`config.mk`:
```
export PLATFORM = sky130hd
export DESIGN_NAME = serial_subtractor
export DESIGN_NICKNAME = d
export VERILOG_FILES = /design/src/rtl/serial_sub_pkg.sv /design/src/rtl/sub_chunk.sv /design/src/rtl/serial_subtractor.sv
export SDC_FILE = /design/constraint.sdc
export NUM_CORES = 1
export LEC_CHECK = 0
export ABC_AREA = 1
export BUFFER_PORTS_ARGS = -buffer_cell sky130_fd_sc_hd__buf_4
export CAP_MARGIN = 20
export CORE_UTILIZATION = 55
export DETAILED_ROUTE_END_ITERATION = 10
export PLACE_DENSITY = 0.79
export REMOVE_ABC_BUFFERS = 1
export SLEW_MARGIN = 25
export SYNTH_ARGS = -nofsm -noshare
export SYNTH_HDL_FRONTEND = slang
export SYNTH_SLANG_ARGS = --single-unit
```
`constraint.sdc`:
```
create_clock -name clk -period 5.15 [get_ports clk]
set_input_delay 0.515 -clock clk [delete_from_list [all_inputs] [get_ports clk]]
set_output_delay 0.515 -clock clk [all_outputs]
set_load 0.05 [all_outputs]
```
`src/rtl/serial_sub_pkg.sv`:
```
// Shared definitions for the serial subtractor: FSM state encoding and default geometry.
package serial_sub_pkg;

    typedef enum logic [1:0] {
        IDLE = 2'd0,
        RUN  = 2'd1,
        DONE = 2'd2
    } state_t;

    localparam int DEF_N = 32;
    localparam int DEF_W = 8;

endpackage

```
`src/rtl/sub_chunk.sv`:
```
// Combinational W-bit ripple subtractor: diff = a - b - bin, with borrow-out and the
// borrow entering the top bit (used by the top level for signed overflow).
module sub_chunk #(
    parameter int W = 8
) (
    input  logic [W-1:0] a,
    input  logic [W-1:0] b,
    input  logic         bin,
    output logic [W-1:0] diff,
    output logic         bout,
    output logic         msb_bin
);

    logic brw;

    // NOTE: every variable written here gets a default first so no latch is inferred.
    always_comb begin
        brw     = bin;
        msb_bin = 1'b0;
        diff    = '0;
        for (int i = 0; i < W; i++) begin
            if (i == W - 1) msb_bin = brw;
            diff[i] = a[i] ^ b[i] ^ brw;
            brw     = (~a[i] & b[i]) | (~(a[i] ^ b[i]) & brw);
        end
        bout = brw;
    end

endmodule

```
`src/rtl/serial_subtractor.sv`:
```
// Serial N-bit subtractor processing W bits per cycle through one shared sub_chunk.
// Define SERIAL_SUB_OVF_EN to add the signed-overflow output ovf.
module serial_subtractor
    import serial_sub_pkg::*;
#(
    parameter int N = DEF_N,
    parameter int W = DEF_W
) (
    input  logic         clk,
    input  logic         rst,
    input  logic         in_valid,
    output logic         in_ready,
    input  logic [N-1:0] x,
    input  logic [N-1:0] y,
    input  logic         bi,
    output logic         out_valid,
    input  logic         out_ready,
    output logic [N-1:0] d,
    output logic         bo
`ifdef SERIAL_SUB_OVF_EN
    ,
    output logic         ovf
`endif
);

    localparam int CHUNKS = N / W;
    localparam int CW     = (CHUNKS > 1) ? $clog2(CHUNKS) : 1;
    localparam logic [CW-1:0] LAST = CW'(CHUNKS - 1);

    state_t        state, state_nxt;
    logic [CW-1:0] cnt;
    logic [N-1:0]  xr, yr, acc, res;
    logic          brw;
    logic          last;
    logic [W-1:0]  diff;
    logic          bout;
`ifdef SERIAL_SUB_OVF_EN
    logic          msb_bin;
`else
    logic          msb_bin_unused;
`endif

    assign last = (cnt == LAST);

    sub_chunk #(.W(W)) u_chunk (
        .a       (xr[int'(cnt)*W +: W]),
        .b       (yr[int'(cnt)*W +: W]),
        .bin     (brw),
        .diff    (diff),
        .bout    (bout),
`ifdef SERIAL_SUB_OVF_EN
        .msb_bin (msb_bin)
`else
        .msb_bin (msb_bin_unused)
`endif
    );

    // The last chunk is always the MSB chunk, so the final result is the
    // accumulated low chunks with the current chunk dropped on top.
    always_comb begin
        res          = acc;
        res[N-1 -: W] = diff;
    end

    always_ff @(posedge clk or posedge rst) begin
        if (rst) state <= IDLE;
        else     state <= state_nxt;
    end

    always_comb begin
        state_nxt = state;
        case (state)
            IDLE:    if (in_valid)  state_nxt = RUN;
            RUN:     if (last)      state_nxt = DONE;
            DONE:    if (out_ready) state_nxt = IDLE;
            default:                state_nxt = IDLE;
        endcase
    end

    always_comb begin
        in_ready  = (state == IDLE) && !rst;
        out_valid = (state == DONE);
    end

    // NOTE: state registers use non-blocking assignments so every flop samples pre-edge values.
    always_ff @(posedge clk or posedge rst) begin
        if (rst) begin
            xr  <= '0;
            yr  <= '0;
            brw <= 1'b0;
            acc <= '0;
            cnt <= '0;
            d   <= '0;
            bo  <= 1'b0;
`ifdef SERIAL_SUB_OVF_EN
            ovf <= 1'b0;
`endif
        end else begin
            case (state)
                IDLE: begin
                    if (in_valid) begin
                        xr  <= x;
                        yr  <= y;
                        brw <= bi;
                        cnt <= '0;
                    end
                end
                RUN: begin
                    acc[int'(cnt)*W +: W] <= diff;
                    brw                   <= bout;
                    if (last) begin
                        cnt <= '0;
                        d   <= res;
                        bo  <= bout;
`ifdef SERIAL_SUB_OVF_EN
                        ovf <= msb_bin ^ bout;
`endif
                    end else begin
                        cnt <= cnt + CW'(1);
                    end
                end
                default: ;
            endcase
        end
    end

endmodule

```
* Word level (Yosys, flattened, before mapping)
Index checks and enable logic that the tools add are counted.
** Operators by class
- Equal/unequal tests :: 6
- Shifts and indexed selects :: 4
- Bitwise gates (word level) :: 56
- Reduce and logical (&&, ||, !) cells :: 8
- Muxes and demuxes :: 10
- Add/sub/neg operators :: 2
** Operators with widths (count)
- $shiftx A32 B6 Y8 :: 2
- $neg A5 Y33 :: 1
- $shift A8 B33 Y32 const A :: 1
- $shiftx A8 B33 Y32 :: 1
- $bwmux W32 :: 1
- $and A1 B1 Y1 :: 16
- $not A1 Y1 :: 16
- $xor A1 B1 Y1 :: 16
- $mux W2 :: 5
- $or A1 B1 Y1 :: 8
- $pmux W2 S3 :: 1
- $reduce_and A2 Y1 :: 3
- $eq A2 B2 Y1 const B :: 2
- $ne A2 B2 Y1 const B :: 2
- $pmux W2 S2 :: 1
- $reduce_and A3 Y1 :: 1
- $add A2 B1 Y2 const B :: 1
- $eq A2 B1 Y1 const B :: 1
- $logic_not A2 Y1 :: 1
- $ne A2 B1 Y1 const B :: 1
- $pmux W1 S2 :: 1
- $reduce_bool A2 Y1 :: 1
- $logic_and A1 B1 Y1 :: 1
- $logic_not A1 Y1 :: 1
- $mux W1 :: 1
** Storage, ports and cells
- Input port bits :: 69
- Output and inout port bits :: 35
- Logic and storage cells :: 94
- Bits in registers :: 134

* Depth between registers and ports, before layout
- Depth in word-level cells :: 20
- Gate-level depth with buffers :: 22
- Gate-level depth less buffers :: 20

* Hierarchy
A second synthesis with hierarchy kept.
** Second synthesis, totals
- Cell total of the unflattened synthesis :: 686
- Area total of the unflattened synthesis :: 5906.9 sq um
** Modules (own cells, without submodules)
- serial_subtractor :: times used 1, seq. area each 3153.0 sq um, area each 5679.2 sq um, cells each 660
- sub_chunk :: times used 1, seq. area each 0.0 sq um, area each 227.7 sq um, cells each 26

* Worst setup path after synthesis
Ideal clock, no wire load.
- Path kind :: flip-flop to flip-flop
- From :: register cnt[0]
- To :: register acc[23]
- Arrival :: 4.307 ns
- Path buffers :: 2
- Setup time :: 0.065 ns
- Stages on the path, launching flop included :: 22
- Slack :: 0.778 ns
- Cell sequence :: dfrtp_1 -> buf_2 -> clkinv_1 -> buf_2 -> nand2_1 -> nand3_1 -> nand2_1 -> fa_1 -> inv_1 -> fa_1 -> fa_1 -> fa_1 -> fa_1 -> fa_1 -> fa_1 -> inv_1 -> fa_1 -> inv_1 -> nand2_1 -> nor2_1 -> nand2_1 -> nand2_1
** On the way
- Cells in the longest elaborated chain, start to end :: 20
- Elaborated cells on any way between the ends :: 57
- Those cells by class :: add/sub: 1; shift: 4; mux: 1; bitwise: 51
** RTL lines
- from (decl) :: line serial_subtractor.sv:31 : logic [CW-1:0] cnt;
- from (signal assigned) :: line serial_subtractor.sv:119 : cnt <= cnt + CW'(1);
- $shiftx A32 B6 Y8, on equally long branches :: line serial_subtractor.sv:46, serial_subtractor.sv:47
- $xor A1 B1 Y1 :: line sub_chunk.sv:23, sub_chunk.sv:24
- $not A1 Y1 :: line sub_chunk.sv:24 : brw = (~a[i] & b[i]) | (~(a[i] ^ b[i]) & brw);
- $and A1 B1 Y1 :: line sub_chunk.sv:24
- $or A1 B1 Y1 :: line sub_chunk.sv:24
- $and A1 B1 Y1 :: line sub_chunk.sv:24
- $or A1 B1 Y1 :: line sub_chunk.sv:24
- $and A1 B1 Y1 :: line sub_chunk.sv:24
- (+4 left out)
- $or A1 B1 Y1 :: line sub_chunk.sv:24
- $and A1 B1 Y1 :: line sub_chunk.sv:24
- $or A1 B1 Y1 :: line sub_chunk.sv:24
- $and A1 B1 Y1 :: line sub_chunk.sv:24
- $or A1 B1 Y1 :: line sub_chunk.sv:24
- $xor A1 B1 Y1 :: line sub_chunk.sv:23 : diff[i] = a[i] ^ b[i] ^ brw;
- $shiftx A8 B33 Y32 :: line serial_subtractor.sv:109 : acc[int'(cnt)*W +: W] <= diff;
- $bwmux W32 * :: line serial_subtractor.sv:109
- to (signal, indexed assignment) :: line serial_subtractor.sv:109
- to (decl) :: line serial_subtractor.sv:32 : logic [N-1:0] xr, yr, acc, res;
Mark *: on every way between the ends. The rest lies on a longest branch, timed or not.
A chain may end at the register's enable or synchronous reset.

* Final worst setup path
- From :: register cnt[0]
- To :: register acc[15]
Same word-level chain as after synthesis.

==> out/summary.md <==
The run finished with clean final reports. The core area came out at 0.0103 mm². Number of top-level pins: 104. The category of the most critical setup path was reg -> reg. The worst-margin pin slew is 0.713 ns, and the standard-cell row count is 37. The routed layout has 5031 vias. After detailed routing, the average wire length per cell comes to 13.7 µm. For this run, the total global-route usage over all layers was measured as 26.9%. Summed over all cells, the static leakage comes to 4.06 nW.

For this run, the top clock speed supported by timing is 218 MHz. After synthesis the netlist holds a flip-flop and latch count of 126. After detailed routing, the number of vias per cell comes to 5.13. The number of antenna violations at the first check in global routing is 0. TritonCTS built the clock tree. The longest clock path from root to sink contains 2 buffers. For the worst endpoint data arrival time, the log shows 5.05 ns. Fill cells in the final layout number 777. The share of layout cells above drive strength 1 works out to 17.9%.

Leaving out fill and tap cells, the most frequent cells in the layout are 407 x nand2_1, 126 x dfrtp_1, 109 x buf_4, 82 x nand3_1, 25 x nor2_1. A synthesized cell averages 7.91 µm². The detailed-placement wirelength estimate was 9050 µm; the worst-path maximum fanout was 45. The tools report the number of nets still failing antenna checks after routing as 0. The number of hold-repair buffers added at the cts stage was 0; the quantity of gates resized following cts was 0. The sequential-to-total area share from yosys stat was 53.9%. For the synthesized instance count, the log shows 739. The logs give 75 for the maximum number of pins on one net before global-route repair and 126 for the total number of clock tree sinks. The count of endpoints failing hold in the final timing report came out at 0. Input and output buffers added on the ports amount to 103.

For this run, the number of Yosys warnings is 0. For the total power, the log shows 5.51 mW. Yosys attributes the largest share of cell area to dfrtp_1 54%, nand2_1 26%, nand3_1 7.0%. The number of setup buffers added after CTS is 0.

The tools report the endpoint kind of the worst setup timing path as a flop. The launching element type of the critical path was a flop. The share of the cycle needed by the critical path after routing came out at 89.1%. The first routing iteration left 280 violations. The power density of the placed cells works out to 755 mW/mm². The data required time of the critical path is 5.61 ns.

Setup repair after global routing left no endpoint under its margin. The routed design could run at a clock period as short as 4.59 ns. The clock latency at the later pin of the worst-skew pair came out at 0.52 ns. The repair_antennas step left the layout with diodes totalling 0. The floorplan step defined a die boundary enclosing 0.0110 mm². For the placer's final routability congestion estimate, the log shows 0.879. The number of distinct library cells after synthesis is 20, and the clock-pin transition on the worst setup and hold timing paths is 0.06 ns. The clock tree root buffer cell was clkbuf_8. The die is 105 µm wide. The max-slew violation count is 0.

The clock tree synthesis step divided the H-tree into 4 levels. For the final database, setup skew stands at 0.00709 ns. The area growth from synthesis to layout is 24.8%. The synthesized design devotes to its leading area cell type 53.9% of total area. The logs give 70.7% for the final design utilization and 0.00585 mm² for the area of the mapped netlist.

Via count of the first global-routing pass: 5096. Summed over all layers, the global routing overflow is 0. Initial core utilization: 56.6%. In this run the tightest slew margin relative to its limit is 52.3%. The first detailed-routing pass took 5 iterations. Summing all multi-input logic gate instances after layout gives 0.00241 mm². The most frequent standard cell in the layout excluding fill and tap cells was nand2_1. The first global-routing pass estimated 23400 µm of wire. For the count of final setup violators, the log shows 0. IR analysis of the VDD net gives a maximum drop of 0.362 mV.

The floorplan step set the die height to 105 µm. Class of the most critical hold timing path: in -> async. The number of buffers created by CTS is 17. The run gives 912 as the number of nets in the layout. The tools report the final wirelength as 13400 µm. Max-cap violations in this run came to 0. The cell taking the most area after synthesis is dfrtp_1. For this run, design rule violations remaining after detail routing come to 0. The sequential cells in the finished layout cover a total of 0.00315 mm².
-- cell usage after synthesis --
cell type / n
nand2_1: 408
dfrtp_1: 126
nand3_1: 82
nor2_1: 26
inv_1: 23
buf_2: 17
buf_4: 10
clkbuf_1: 8
fa_1: 8
o211ai_1: 8
ha_1: 4
clkinv_1: 3
nor2_2: 3
o21ai_0: 3
buf_1: 2
inv_2: 2
nand2_2: 2
nor2_4: 2
nor3_1: 1
o31ai_1: 1
-- worst max-delay path: stages, from the launching register on --
cell and delay (ns):
dfrtp_1 0.35, buf_4 0.38, nand2_1 0.12, nand2_1 0.09, nand2_1 0.05, nand2_1 0.08, fa_1 0.18, inv_1 0.06
fa_1 0.37, fa_1 0.39, fa_1 0.40, fa_1 0.41, fa_1 0.40, fa_1 0.37, inv_1 0.08, fa_1 0.43
inv_1 0.09, nand2_1 0.07, nor2_1 0.09, nand2_1 0.06, nand2_1 0.06
-- metal layers --
metal	wire, µm	vias to the layer above	track usage (%)	part of all wire [%]
li1	-	2469	-	-
met1	5860	2392	34.1	44
met2	6680	138	45.1	50
met3	545	32	5.49	4.1
met4	305	0	11.3	2.3
met5	0	-	0	0
-- flip-flops by register name, indices dropped and copies added, names as in the netlist --
signal / cells
acc: 24
bo: 1
brw: 1
cnt: 2
d: 32
state: 2
xr: 32
yr: 32
-- cells by family after synthesis --
group / count (synthesis) / synth area share, %
compound gates: 12 / 1.41
simple gates: 524 / 35.9
fa+ha+maj: 12 / 3.60
flops: 126 / 53.9
buf+inv: 65 / 5.18
-- metrics by stage --
step | cell area [µm²] | setup WS [ns] | std cells | hold slack, ns | TNS [ns]
floorplan | 5650 | -0.215 | 702 | 0.442 | -0.637
global placement | 6650 | 0.780 | 947 | 0.456 | 0
detailed placement | 6660 | 0.617 | 947 | 0.458 | 0
CTS | 7270 | 0.588 | 979 | 0.0990 | 0
global route | 7300 | 0.256 | 980 | 0.135 | 0
finish | 7300 | 0.560 | 980 | 0.0899 | 0
-- report_power, final --
group	leakage, nW	internal [mW]	total, mW	switching, mW
registers	1.62	1.39	1.66	0.267
logic	2.15	0.851	2.62	1.77
clock network	0.291	0.810	1.23	0.420
-- final cells by class --
class / count / share of cell area (%)
clock buffers: 22 / 6.21
clock inverters: 10 / 2.21
inverters: 28 / 1.47
multi-input cells: 548 / 33.0
flip-flops and latches: 126 / 43.2
well taps: 136 / 2.33
repair buffers: 110 / 11.6
-- path summary, 6_finish.rpt --
| check | start | endpoint | slack, ns | cells after the start |
|---|---|---|---|---|
| setup reg to reg | cnt[0]$_DFFE_PP0P_ | acc[15]$_DFFE_PP0P_ | 0.56 | 20 |
| setup / recovery | cnt[0]$_DFFE_PP0P_ | acc[15]$_DFFE_PP0P_ | 0.56 | 20 |
| hold reg to reg | yr[24]$_DFFE_PP0P_ | yr[24]$_DFFE_PP0P_ | 0.47 | 2 |
| min in group clk | out_ready | state[1]$_DFFE_PP0P_ | 0.18 | 2 |
| hold / removal | rst | state[1]$_DFFE_PP0P_ | 0.09 | 2 |
| max in group asynchronous | rst | d[26]$_DFFE_PP0P_ | 4.00 | 4 |
Power figures use the tool's default switching activity.
